--- config.mk ---
export PLATFORM = sky130hd
export DESIGN_NAME = hazard_controller
export DESIGN_NICKNAME = d
export VERILOG_FILES = /design/src/rtl/hazard_controller.sv
export SDC_FILE = /design/constraint.sdc
export NUM_CORES = 1
export LEC_CHECK = 0
export CAP_MARGIN = 20
export CORE_UTILIZATION = 42
export CTS_CLUSTER_SIZE = 40
export DETAILED_ROUTE_END_ITERATION = 8
export PLACE_DENSITY = 0.85
export SYNTH_ARGS = -nofsm -noshare
export SYNTH_HDL_FRONTEND = slang
export SYNTH_SLANG_ARGS = --single-unit
--- constraint.sdc ---
create_clock -name clk -period 3.2 [get_ports clk]
set_input_delay 0.48 -clock clk [delete_from_list [all_inputs] [get_ports clk]]
set_output_delay 0.48 -clock clk [all_outputs]
set_load 0.005 [all_outputs]
--- src/rtl/hazard_controller.sv ---
// Pipeline hazard controller: execute/decode operand forwarding, load-use and
// branch-compare stall detection, and multiply/divide occupancy tracking.
module hazard_controller #(
  parameter int unsigned MUL_CYCLES = 4,
  parameter int unsigned DIV_CYCLES = 32
) (
  input  logic       clk,
  input  logic       rst,
  input  logic [4:0] rs_d,
  input  logic [4:0] rt_d,
  input  logic [4:0] rs_e,
  input  logic [4:0] rt_e,
  input  logic [4:0] write_reg_e,
  input  logic [4:0] write_reg_m,
  input  logic [4:0] write_reg_w,
  input  logic       reg_write_e,
  input  logic       reg_write_m,
  input  logic       reg_write_w,
  input  logic       mem_to_reg_e,
  input  logic       mem_to_reg_m,
  input  logic       branch_d,
  input  logic       md_start_e,
  input  logic       md_is_div_e,
  input  logic       md_use_d,
  output logic       stall_f,
  output logic       stall_d,
  output logic       flush_e,
  output logic [1:0] forward_a_e,
  output logic [1:0] forward_b_e,
  output logic       forward_a_d,
  output logic       forward_b_d,
  output logic       md_busy,
  output logic       md_done
);

  localparam int unsigned REG_W = 5;
  localparam int unsigned CNT_W = 6;
  localparam int unsigned FWD_W = 2;

  localparam logic [FWD_W-1:0] FWD_RF = 2'b00;
  localparam logic [FWD_W-1:0] FWD_M  = 2'b10;
  localparam logic [FWD_W-1:0] FWD_W_ = 2'b01;

  localparam logic [CNT_W-1:0] MUL_LOAD = CNT_W'(MUL_CYCLES);
  localparam logic [CNT_W-1:0] DIV_LOAD = CNT_W'(DIV_CYCLES);

  typedef enum logic {
    IDLE = 1'b0,
    BUSY = 1'b1
  } md_state_t;

  md_state_t        state;
  logic [CNT_W-1:0] cnt;
  logic [CNT_W-1:0] load_val;

  logic lw_stall;
  logic br_stall;
  logic md_stall;
  logic any_stall;

  // A producer matches a consumer only if it writes a nonzero register.
  function automatic logic hit(input logic we, input logic [REG_W-1:0] dst,
                               input logic [REG_W-1:0] src);
    return we && (dst != '0) && (dst == src);
  endfunction

  // Execute-stage operand select; M result is newer than W so it wins.
  always_comb begin
    forward_a_e = FWD_RF;
    forward_b_e = FWD_RF;
    if (!rst) begin
      if (hit(reg_write_m, write_reg_m, rs_e))      forward_a_e = FWD_M;
      else if (hit(reg_write_w, write_reg_w, rs_e)) forward_a_e = FWD_W_;
      if (hit(reg_write_m, write_reg_m, rt_e))      forward_b_e = FWD_M;
      else if (hit(reg_write_w, write_reg_w, rt_e)) forward_b_e = FWD_W_;
    end
  end

  // Decode branch-compare operands can only be bypassed from M.
  always_comb begin
    forward_a_d = 1'b0;
    forward_b_d = 1'b0;
    if (!rst) begin
      forward_a_d = hit(reg_write_m, write_reg_m, rs_d);
      forward_b_d = hit(reg_write_m, write_reg_m, rt_d);
    end
  end

  // Stall sources are OR-ed, so coincident hazards yield one stall.
  always_comb begin
    lw_stall  = hit(mem_to_reg_e, write_reg_e, rs_d) ||
                hit(mem_to_reg_e, write_reg_e, rt_d);
    br_stall  = branch_d &&
                (hit(reg_write_e,  write_reg_e, rs_d) ||
                 hit(reg_write_e,  write_reg_e, rt_d) ||
                 hit(mem_to_reg_m, write_reg_m, rs_d) ||
                 hit(mem_to_reg_m, write_reg_m, rt_d));
    md_stall  = md_use_d && (md_busy || md_start_e);
    any_stall = !rst && (lw_stall || br_stall || md_stall);
    stall_f   = any_stall;
    stall_d   = any_stall;
    flush_e   = any_stall;
  end

  // Latency to load depends on the operation being started.
  always_comb begin
    load_val = md_is_div_e ? DIV_LOAD : MUL_LOAD;
  end

  // Multiply/divide occupancy FSM; runs regardless of pipeline stalls.
  always_ff @(posedge clk) begin
    if (rst) begin
      state   <= IDLE;
      cnt     <= '0;
      md_busy <= 1'b0;
      md_done <= 1'b0;
    end else begin
      case (state)
        IDLE: begin
          md_done <= 1'b0;
          if (md_start_e) begin
            state   <= BUSY;
            cnt     <= load_val;
            md_busy <= 1'b1;
            md_done <= (load_val == CNT_W'(1));
          end
        end
        BUSY: begin
          // A new start while busy is dropped; the count is not reloaded.
          if (cnt == CNT_W'(1)) begin
            state   <= IDLE;
            cnt     <= '0;
            md_busy <= 1'b0;
            md_done <= 1'b0;
          end else begin
            cnt     <= cnt - CNT_W'(1);
            md_busy <= 1'b1;
            md_done <= (cnt == CNT_W'(2));
          end
        end
        default: begin
          state   <= IDLE;
          cnt     <= '0;
          md_busy <= 1'b0;
          md_done <= 1'b0;
        end
      endcase
    end
  end

endmodule

# Word level (Yosys, flattened, before mapping)
# Cells that the tools add are included.
# totals
output_inout_bits	11
register_bits	9
word_cells	69
# classes
bitwise	1
n_addsub	1
eq_ne	12
reduce_logical	31
mux	20
# ops
op	n
equality test 5 bit	8
logical AND 1 bit	20
2-to-1 mux 6 bit	3
nonzero test 5 bit	3
equality test 6 x 1 -> 1 bit (second input constant)	2
case mux 6 bit (2 select lines)	1
2-to-1 mux 1 bit	9
2-to-1 mux 2 bit	4
logical OR 1 bit	7
equality test 6 x 2 -> 1 bit (second input constant)	1
case mux 1 bit (2 select lines)	3
subtractor 6 x 1 -> 6 bit (second input constant)	1
!= test 2 bit (second input constant)	1
logical NOT 1 bit	1
inverter 1 bit	1

# Longest topological paths before layout
# depth
depth_word	10
depth_mapped	7

# Worst setup path after synthesis
# No wires, ideal clock.
# synth_timing
path_type	input to output
from	input port write_reg_m[2]
to	output port stall_d
path_buffers	2
arrival_time_ns	1.804
path_stages	6
required_ns	2.720
path_slack_ns	0.916
path_cell_list	buf_2 > or4_4 > nor2_1 > a2111oi_0 > or3_1 > buf_4
# synth_via
elab_chain_len	9
elab_cells_between_ends	12
# synth_lines
element	line	source
from (decl)	14	input logic [4:0] write_reg_m,
nonzero test 5 bit	64	return we && (dst != '0) && (dst == src);
logical AND 1 bit (2 in series)	64	
logical OR 1 bit	95	hit(reg_write_e, write_reg_e, rt_d) ||
logical OR 1 bit (*)	96	hit(mem_to_reg_m, write_reg_m, rs_d) ||
logical AND 1 bit (*)	93	br_stall = branch_d &&
logical OR 1 bit (*) (2 in series)	99	any_stall = !rst && (lw_stall || br_stall || md_stall);
logical AND 1 bit (*)	99	
to (decl)	26	output logic stall_d,
# Mark *: on every way between the ends. The rest lies on a longest branch, timed or not.

# Worst setup path in the final report
# layout_timing
from	input port write_reg_m[0]
to	output port flush_e
# layout_via
elab_chain_len	9
elab_cells_between_ends	12
# layout_lines
element	line	source
nonzero test 5 bit	64	
logical AND 1 bit (2 in series)	64	
logical OR 1 bit	95	
logical OR 1 bit (*)	96	
logical AND 1 bit (*)	93	
logical OR 1 bit (*) (2 in series)	99	
logical AND 1 bit (*)	99	
to (decl)	27	output logic flush_e,
# Marks and branches as above.

==> results_dict.tcl <==
set metrics [dict create \
    p_int_uw 285 \
    setup-violations-final 0 \
    ys_ff_latch 9 \
    worstHoldStart "cnt[4]$_SDFFE_PP0P_" \
    reg2reg_depth 5 \
    clk_latency_ns 0.27 \
    reg2reg_slack_ns 1.63 \
    io_pins 57 \
    io_buffers 56 \
    drt_pre_antenna_iters 4 \
    synth_fp_nets 184 \
    hold-worst-slack_ns 0.517 \
    numCtsBuffers 3 \
    p_switching_uw 137 \
    wl_per_cell_um 12.7 \
    ys_seq_area_share_pct 16.9 \
    outcome "finished, final reports clean" \
    grt_max_degree 16 \
    holdBufCountCts 0 \
    cts_tree "done" \
    syn_area_per_cell_um2 7.88 \
    multi_input_area_um2 831 \
    grt_pass1_vias 1104 \
    via_per_inst 5.37 \
    ir_worst_vdd_uv 164 \
    grt_overflow 0 \
    cp.required_ns 2.72 \
    r2r_end "cnt[4]$_SDFFE_PP0P_" \
    ys_types 33 \
    fin_nets 241 \
    drive_above_1_share_pct 7.33 \
    fp.dieH_um 52.3 \
    dieArea_mm2 0.00274 \
    power_frac_comb_pct 46.8 \
    path_clk_slew_ns 0.06 \
    antenna_cells 0 \
    cts_max_path_buffers 2 \
    hold_depth 2 \
    fin_cells 219 \
    clock_skew_ns 0.00461 \
    grt_pass1_wl_um 4440 \
    fmax_mhz 321 \
    antenna_left 0 \
    total_power_uw 422 \
    finalCritPeriodShare_pct 97.3 \
    hold_path_end "cnt[4]$_SDFFE_PP0P_" \
    finalWirelength_um 2780 \
    finalHoldViolations 0 \
    cp-start-kind "primary input" \
    fill_cells 180 \
    gp_congestion 0.825 \
    min_path_type "reg -> reg" \
    arrival_ns 2.63 \
    p_clk_share_pct 21.5 \
    relSlewSlack_pct 64.8 \
    std_cell_rows 17 \
    seq_area_um2 180 \
    numClockSinks 9 \
    netlist_area_mm2 0.00106 \
    critPathKind "in -> out" \
    cp-end-kind "primary output" \
    reg2reg_from "cnt[2]$_SDFFE_PP0P_" \
    track_usage_pct 21.4 \
    grt_antenna_before_repair 0 \
    place_inst 215 \
    h-tree-depth 1 \
    die_x_um 52.3 \
    root_buffer "clkbuf_4" \
    cts_setup_buffers 0 \
    num_vias 1176 \
    post-route-drc-count 0 \
    min_period_ns 3.11 \
    max_cap_viol_count 0 \
    swShare_pct 32.5 \
    drtIter0Drc 9 \
    timing.final.max_slew_violations 0 \
    dp_hpwl_um 2340 \
    initial_core_util_pct 46.3 \
    syn2layout_area_growth_pct 58.4 \
    tightest_slew_ns 0.523 \
    power_frac_seq_pct 31.6 \
    ys_warn_count 0 \
    fp.coreArea_mm2 0.00230 \
    cp_max_fo 3 \
    pwr_density_cell_mw_per_mm2 250 \
    synthCells 135 \
    power.leakage_nw 0.617 \
]
worst max-delay path by stage:
stage,startpoint,endpoint,cells after the start
floorplan,write_reg_m[2],stall_d,6
global placement,write_reg_m[4],flush_e,7
detailed placement,write_reg_m[0],flush_e,7
CTS,write_reg_m[0],flush_e,7
global route,write_reg_m[0],flush_e,7
finish,write_reg_m[0],flush_e,7
kinds of logic after synthesis:
group                      synth area share, %
AOI/OAI and AO/OA                         12.4
xor gates and xnor gates                  32.9
adders and majority gates                 3.53
buffers and inverters                     6.00
DFF                                       16.9
and+or+nand+nor                           28.2
critical path: stages:
cell             delay [ns]
clkdlybuf4s50_1        0.49
xor2_1                 0.21
nor3_1                 0.19
nand3_1                0.15
a2111oi_2              0.41
or3_4                  0.20
clkdlybuf4s50_1        0.51
flip-flops by register name, indices dropped and copies added, names as in the netlist:
name     cells
md_busy      1
cnt          6
state        1
md_done      1
power groups by stage:
| stage | clock [mW] | combinational (mW) | sequential, mW |
|---|---|---|---|
| floorplan | 0 | 0.103 | 0.131 |
| detailed placement | 0 | 0.195 | 0.135 |
| CTS | 0.0935 | 0.196 | 0.133 |
| global route | 0.0966 | 0.215 | 0.135 |
| finish | 0.0908 | 0.197 | 0.133 |
| global placement | 0 | 0.190 | 0.135 |
cell type report:
type / count / share of cell area (%)
Multi-Input combinational cell: 114 / 49.3
Clock buffer: 4 / 1.56
Inverter: 3 / 0.669
Sequential cell: 9 / 10.7
Timing Repair Buffer: 61 / 35.7
Tap cell: 28 / 2.08
layer usage:
metal	up-vias	share of wire, %	track usage (%)
li1	582	-	-
met1	542	43	23.1
met2	45	50	40.7
met3	7	5.7	2.03
met4	0	1.9	10.1
met5	-	0	0
cell usage after synthesis:
library cell,count,area (um2)
nor4_2,2,25.0
nor3b_1,2,15.0
o22ai_1,1,6.26
buf_2,3,15.0
o21ai_1,2,10.0
a31oi_1,3,18.8
a21o_1,1,7.51
nand2b_1,1,6.26
xnor2_1,14,123
xor2_1,26,228
o21ai_4,1,16.3
or3b_1,1,8.76
nor3_1,8,40.0
ha_1,3,37.5
dfxtp_1,9,180
or4_4,1,11.3
nor2b_1,5,31.3
buf_6,1,11.3
a21boi_0,1,7.51
o31a_1,1,8.76
or4_1,4,30.0
o22a_1,1,8.76
inv_1,3,11.3
or3_1,3,18.8
nand3_1,7,35.0
nor2_1,11,41.3
nand2_1,3,11.3
a21oi_1,6,30.0
nand3b_1,1,7.51
clkbuf_1,3,11.3
nor4_1,3,18.8
buf_4,2,15.0
a2111oi_0,2,17.5
what timing repair did:
item | 4_1_cts | 5_1_grt
endpoints found under the setup margin | 0 | 3
gates resized for setup | 0 | 4
endpoints found under the hold margin | 0 | 0
layout by cell type, fill, tap and decap left out, drive strengths merged, types with 2 or more instances in the layout:
master / n
clkdlybuf4s50: 55
xor2: 26
xnor2: 14
nor2: 11
dfxtp: 9
nor3: 8
nand3: 7
a21oi: 6
nor2b: 5
buf: 5
or4: 5
nor4: 5
clkbuf: 4
inv: 3
nand2: 3
a31oi: 3
ha: 3
o21ai: 3
or3: 3
nor3b: 2
a2111oi: 2
stage by stage:
step | setup WS (ns) | instance area [um2] | utilization (%) | TNS, ns
after detailed placement | 0.127 | 1640 | 71.6 | 0
after global routing | -0.0505 | 1680 | 73.3 | -0.119
after floorplan | 0.916 | 1060 | - | 0
after CTS | 0.117 | 1670 | 72.7 | 0
final | 0.0875 | 1680 | 73.3 | 0
after global placement | 0.154 | 1640 | 71.6 | 0
Power figures use the tool's default switching activity.
